<file path="src/rtl/fifo_wr_arb_pkg.sv">
// Shared definitions for the fifo_wr_arb round-robin FIFO write arbiter.
package fifo_wr_arb_pkg;

  typedef enum logic [1:0] {
    IDLE  = 2'b00,
    ISSUE = 2'b01,
    WAIT  = 2'b10,
    DONE  = 2'b11
  } arb_state_e;

  localparam int FIFO_DEPTH = 8;
  localparam int ERR_W_DEF  = 8;

endpackage

</file>
<file path="src/rtl/fifo_arb_rr.sv">
// Combinational 2-way round-robin picker: a lone requester always wins, a tie goes to !rr_last.
module fifo_arb_rr (
  input  logic req0,
  input  logic req1,
  input  logic rr_last,
  output logic valid,
  output logic winner
);

  assign valid  = req0 | req1;
  assign winner = (req0 & req1) ? ~rr_last : req1;

endmodule

</file>
<file path="src/rtl/fifo_wr_arb.sv">
// Two-producer write arbiter for an 8-entry FIFO, retrying rejected writes in order.
// Define FIFO_WR_ARB_ERR_CNT_EN to add per-requester saturating rejection counters.
module fifo_wr_arb
  import fifo_wr_arb_pkg::*;
#(
  parameter int DATA_W = 32
`ifdef FIFO_WR_ARB_ERR_CNT_EN
  , parameter int ERR_W = ERR_W_DEF
`endif
) (
  input  logic              clk,
  input  logic              reset_n,
  input  logic              req0,
  input  logic              req1,
  input  logic [DATA_W-1:0] din0,
  input  logic [DATA_W-1:0] din1,
  output logic              gnt0,
  output logic              gnt1,
  output logic              owner,
  output logic              busy,
  output logic              fifo_wr_en,
  output logic [DATA_W-1:0] fifo_din,
  input  logic              fifo_wr_ack,
  input  logic              fifo_wr_err,
  input  logic              fifo_full
`ifdef FIFO_WR_ARB_ERR_CNT_EN
  ,
  output logic [ERR_W-1:0]  err_cnt0,
  output logic [ERR_W-1:0]  err_cnt1
`endif
);

  arb_state_e        state_q, state_d;
  logic              owner_q, owner_d;
  logic              retry_q, retry_d;
  logic              rr_last_q, rr_last_d;
  logic [DATA_W-1:0] data_q, data_d;
  logic              pick_valid;
  logic              pick_winner;

  fifo_arb_rr u_rr (
    .req0    (req0),
    .req1    (req1),
    .rr_last (rr_last_q),
    .valid   (pick_valid),
    .winner  (pick_winner)
  );

  always_comb begin
    state_d   = state_q;
    owner_d   = owner_q;
    retry_d   = retry_q;
    rr_last_d = rr_last_q;
    data_d    = data_q;
    unique case (state_q)
      IDLE: begin
        if (pick_valid) begin
          owner_d = pick_winner;
          data_d  = pick_winner ? din1 : din0;
          state_d = ISSUE;
        end
      end
      ISSUE: state_d = WAIT;
      WAIT: begin
        // Ack beats err; a rejected word keeps its owner and data until the FIFO drains.
        if (fifo_wr_ack) begin
          state_d   = DONE;
          rr_last_d = owner_q;
          retry_d   = 1'b0;
        end else if (fifo_wr_err) begin
          retry_d = 1'b1;
        end else if (retry_q && !fifo_full) begin
          state_d = ISSUE;
          retry_d = 1'b0;
        end
      end
      DONE:    state_d = IDLE;
      default: state_d = IDLE;
    endcase
  end

  always_ff @(posedge clk) begin
    if (!reset_n) begin
      state_q   <= IDLE;
      owner_q   <= 1'b0;
      retry_q   <= 1'b0;
      rr_last_q <= 1'b1;
      data_q    <= '0;
    end else begin
      state_q   <= state_d;
      owner_q   <= owner_d;
      retry_q   <= retry_d;
      rr_last_q <= rr_last_d;
      data_q    <= data_d;
    end
  end

  assign fifo_wr_en = (state_q == ISSUE);
  assign fifo_din   = data_q;
  assign busy       = (state_q != IDLE);
  assign owner      = owner_q;
  assign gnt0       = (state_q == DONE) && !owner_q;
  assign gnt1       = (state_q == DONE) &&  owner_q;

`ifdef FIFO_WR_ARB_ERR_CNT_EN
  logic [ERR_W-1:0] err_cnt0_q, err_cnt0_d;
  logic [ERR_W-1:0] err_cnt1_q, err_cnt1_d;
  logic             err_inc;

  function automatic logic [ERR_W-1:0] sat_inc(input logic [ERR_W-1:0] v);
    return (&v) ? v : v + 1'b1;
  endfunction

  always_comb begin
    err_inc    = (state_q == WAIT) && fifo_wr_err && !fifo_wr_ack;
    err_cnt0_d = (err_inc && !owner_q) ? sat_inc(err_cnt0_q) : err_cnt0_q;
    err_cnt1_d = (err_inc &&  owner_q) ? sat_inc(err_cnt1_q) : err_cnt1_q;
  end

  always_ff @(posedge clk) begin
    if (!reset_n) begin
      err_cnt0_q <= '0;
      err_cnt1_q <= '0;
    end else begin
      err_cnt0_q <= err_cnt0_d;
      err_cnt1_q <= err_cnt1_d;
    end
  end

  assign err_cnt0 = err_cnt0_q;
  assign err_cnt1 = err_cnt1_q;
`endif

endmodule
</file>
<file path="config.mk">
export PLATFORM = sky130hd
export DESIGN_NAME = fifo_wr_arb
export DESIGN_NICKNAME = d
export VERILOG_FILES = /design/src/rtl/fifo_wr_arb_pkg.sv /design/src/rtl/fifo_arb_rr.sv /design/src/rtl/fifo_wr_arb.sv
export SDC_FILE = /design/constraint.sdc
export NUM_CORES = 1
export LEC_CHECK = 0
export BUFFER_PORTS_ARGS = -buffer_cell sky130_fd_sc_hd__buf_2
export CORE_MARGIN = 4
export CORE_UTILIZATION = 40
export DETAILED_ROUTE_END_ITERATION = 10
export GPL_TIMING_DRIVEN = 0
export PLACE_DENSITY = 0.76
export REMOVE_ABC_BUFFERS = 1
export SYNTH_ARGS = -nofsm -noshare
export SYNTH_HDL_FRONTEND = slang
export SYNTH_SLANG_ARGS = --single-unit
</file>
<file path="constraint.sdc">
create_clock -name clk -period 1.36 [get_ports clk]
set_input_delay 0.068 -clock clk [delete_from_list [all_inputs] [get_ports clk]]
set_output_delay 0.068 -clock clk [all_outputs]
set_load 0.01 [all_outputs]
</file>
==> metrics.md <==
| Metric | Value |
|---|---|
| Worst path arrival time | 1.46 ns |
| Chip Height | 77.1 microns |
| Routability cong. | 0.764 |
| Clock root buffer | clkbuf_8 |
| Seq pwr share | 41.6% |
| Clk Latency, worst-skew pair | 0.28 ns |
| Ant diodes | 0 |
| Initial antenna violation count | 0 |
| RSZ-0062 raised after global routing | no |
| Clock-pin slew on the worst setup and hold paths | 0.07 ns |
| H-tree depth | 2 |
| Synthesis warning total | 0 |
| Worst vdd ir | 0.484 mV |
| Total GRT Usage | 20.4% |
| Reg2Reg Setup Slack | 0.08 ns |
| Pin count of the biggest net entering global routing | 37 |
| DRT iter0 DRCs | 73 |
| CORE AREA | 4470 sq um |
| Period utilisation layout | 94.0% |
| WL/cell | 15.9 microns |
| Worst-case reg-to-reg path depth | 3 |
| R2r startpoint | retry_q$_SDFFE_PN0P_ |
| Share of cells above drive strength 1 | 53.1% |
| Die Wd | 77.1 microns |
| Syn_area_per_cell | 8.96 sq um |
| Final setup violation count | 0 |
| Die area | 5940 sq um |
| Outcome | finished, final reports clean |
| Max Clock Freq | 782 MHz |
| I/O Pins | 108 |
| Synth-to-layout area growth | 44.4% |
| Post-route cell area | 2760 sq um |
| Internal cell power | 2.14 mW |
| Worst r2r dst | state_q[1]$_SDFFE_PN0P_ |
| CP endpoint kind | register |
| Static Leak | 1.27 nW |
| WL final | 5970 microns |
| Seq/Total Area, Yosys | 38.8% |
| Skew final | 0.00619 ns |
| Hold Vio Cnt, Final | 0 |
| Final TNS setup | 0 ns |
| CTS tree | done |
| Placed Area | 2470 sq um |
| Num CTS Buffers | 5 |
| Average vias per placed instance | 5.37 |
| Switch Pwr | 1.00 mW |
| Antenna-violating nets left | 0 |
| Setup crit start kind | register |
| First-pass GRT wire length | 9730 microns |
| Clock Tree Buf Depth | 2 |
| Drt first pass iters | 4 |
| Initial Util | 42.6% |
| Worst hold path type | input port to register |
| Final min period | 1.28 ns |
| Comb pwr share | 34.3% |
| Commonest non-fill, non-tap cells in the layout | buf_2 (107), nand2_1 (66), a21oi_1 (35), dfxtp_1 (34), a311oi_2 (31) |
| Slew Limit Fails | 0 |
| Max-Cap Viols | 0 |
| I/O Buffers | 107 |
| Crit path max fanout | 3 |
| Cells after Synth | 213 |
| Vias | 2018 |
| Max transition margin | 71.8% |
| FF+latch count, synth | 37 |
| PwrDens | 1140 nW/um^2 |
| Critical path class | register to register |
| Rows | 24 |
| Cell Area, Synth | 1910 sq um |
| Commonest non-fill, non-tap cell in the layout | buf_2 |
| Hpwl dp | 3670 microns |
| Power share of the clock group | 24.1% |
| Clock sinks | 37 |
| Hold path cells | 2 |
| Sw Share | 31.9% |
| Hold wc startpoint | reset_n |
| Drc violations | 0 |
| Worst path required time | 1.54 ns |
| Nets | 395 |
| Distinct cells, synth | 26 |
| Vias in the first global route | 2020 |
| Global route overflow | 0 |
| End of the worst hold path | retry_q$_SDFFE_PN0P_ |
| Worst-Margin Slew | 0.423 ns |
-- kinds of logic (layout without fill, tap and decap cells) --
kind of cell           after synthesis  after routing  synth area share, %
flip-flops                          37             37                 38.8
AND/OR/NAND/NOR                     79             80                 17.2
buffers and inverters               22            130                 6.49
AO/OA/AOI/OAI                       75             77                 37.5
-- synthesized netlist by cell type --
| cell | number | share of area [%] |
|---|---|---|
| nor2_1 | 4 | 0.79 |
| dfxtp_1 | 37 | 39 |
| nand2_1 | 66 | 13 |
| nor2_2 | 1 | 0.33 |
| buf_1 | 1 | 0.20 |
| clkbuf_1 | 11 | 2.2 |
| and2_4 | 1 | 0.46 |
| buf_2 | 3 | 0.79 |
| o21a_1 | 1 | 0.39 |
| buf_6 | 5 | 3.0 |
| a311oi_2 | 30 | 24 |
| a21boi_2 | 1 | 0.59 |
| a311o_1 | 1 | 0.52 |
| nor2b_1 | 2 | 0.66 |
| clkinv_1 | 1 | 0.20 |
| a2111oi_0 | 1 | 0.46 |
| and3b_1 | 1 | 0.46 |
| and3_1 | 1 | 0.33 |
| a21boi_0 | 2 | 0.79 |
| a21oi_1 | 35 | 9.2 |
| inv_1 | 1 | 0.20 |
| or2_1 | 1 | 0.33 |
| a311oi_1 | 2 | 0.92 |
| nand2b_1 | 1 | 0.33 |
| a21bo_2 | 2 | 1.0 |
| or4b_2 | 1 | 0.52 |
-- layout make-up --
class                   count  area, sq um
fillers                   393         1720
well taps                  52         65.1
multi-input cells         157         1120
clock buffers               7         86.3
repair buffers            121          734
flip-flops and latches     37          744
inverters                   2         7.51
-- stage by stage --
stage / utilization [%] / hold WS [ns] / setup WS (ns) / instances / total power, mW
floorplan: - / 0.185 / -0.573 / 193 / 1.87
global placement: 53.5 / 0.300 / -1.18 / 352 / 2.20
detailed placement: 55.2 / 0.306 / -0.814 / 355 / 2.26
CTS: 59.6 / 0.00890 / 0.00137 / 370 / 3.09
global route: 61.6 / 0.0204 / 0.00824 / 376 / 3.34
finish: 61.6 / 0.0223 / 0.0816 / 376 / 3.14
-- state kept, by name (all words and copies together) (netlist names) --
| name | cells |
|---|---|
| state_q | 2 |
| owner | 1 |
| rr_last_q | 1 |
| retry_q | 1 |
| fifo_din | 32 |
-- how the worst max path moves through the flow --
stage          slack (ns)               startpoint                        end  cells past startpoint
3_5_place_dp        -0.81                     req0  fifo_din[10]$_SDFFE_PN0P_                      4
3_3_place_gp        -1.18  state_q[1]$_SDFFE_PN0P_  fifo_din[23]$_SDFFE_PN0P_                      3
6_report             0.08     retry_q$_SDFFE_PN0P_    state_q[1]$_SDFFE_PN0P_                      3
2_1_floorplan       -0.57  state_q[1]$_SDFFE_PN0P_   fifo_din[0]$_SDFFE_PN0P_                      3
5_1_grt             0.008     retry_q$_SDFFE_PN0P_    state_q[1]$_SDFFE_PN0P_                      3
4_1_cts             0.001  state_q[1]$_SDFFE_PN0P_     rr_last_q$_SDFFE_PN1P_                      3
-- metal layers --
layer / part of all wire, % / GRT usage, % / wire, microns
met1: 43 / 24.6 / 2580
met5: 0 / 0 / 0
met2: 47 / 34.8 / 2820
met4: 1.4 / 5.87 / 85
met3: 8.0 / 6.44 / 476
-- critical path: stages, from the launching register on --
cell,delay (ns)
dfxtp_1,0.36
or4b_2,0.60
a21oi_1,0.17
nor2_1,0.05
-- repair_timing --
item	CTS	global route
setup buffers	5	6
setup endpoints to repair	35	34
hold buffers	0	0
pin swaps	4	0
gates cloned	3	0
resized for setup	8	6
-- power groups by stage --
stage | clock (mW) | combinational, mW | sequential (mW)
6_report | 0.756 | 1.08 | 1.30
5_1_grt | 0.848 | 1.17 | 1.32
4_1_cts | 0.784 | 1.00 | 1.30
3_5_place_dp | 0 | 0.937 | 1.32
3_3_place_gp | 0 | 0.884 | 1.31
2_1_floorplan | 0 | 0.486 | 1.38
(Power assumes the default switching activity.)
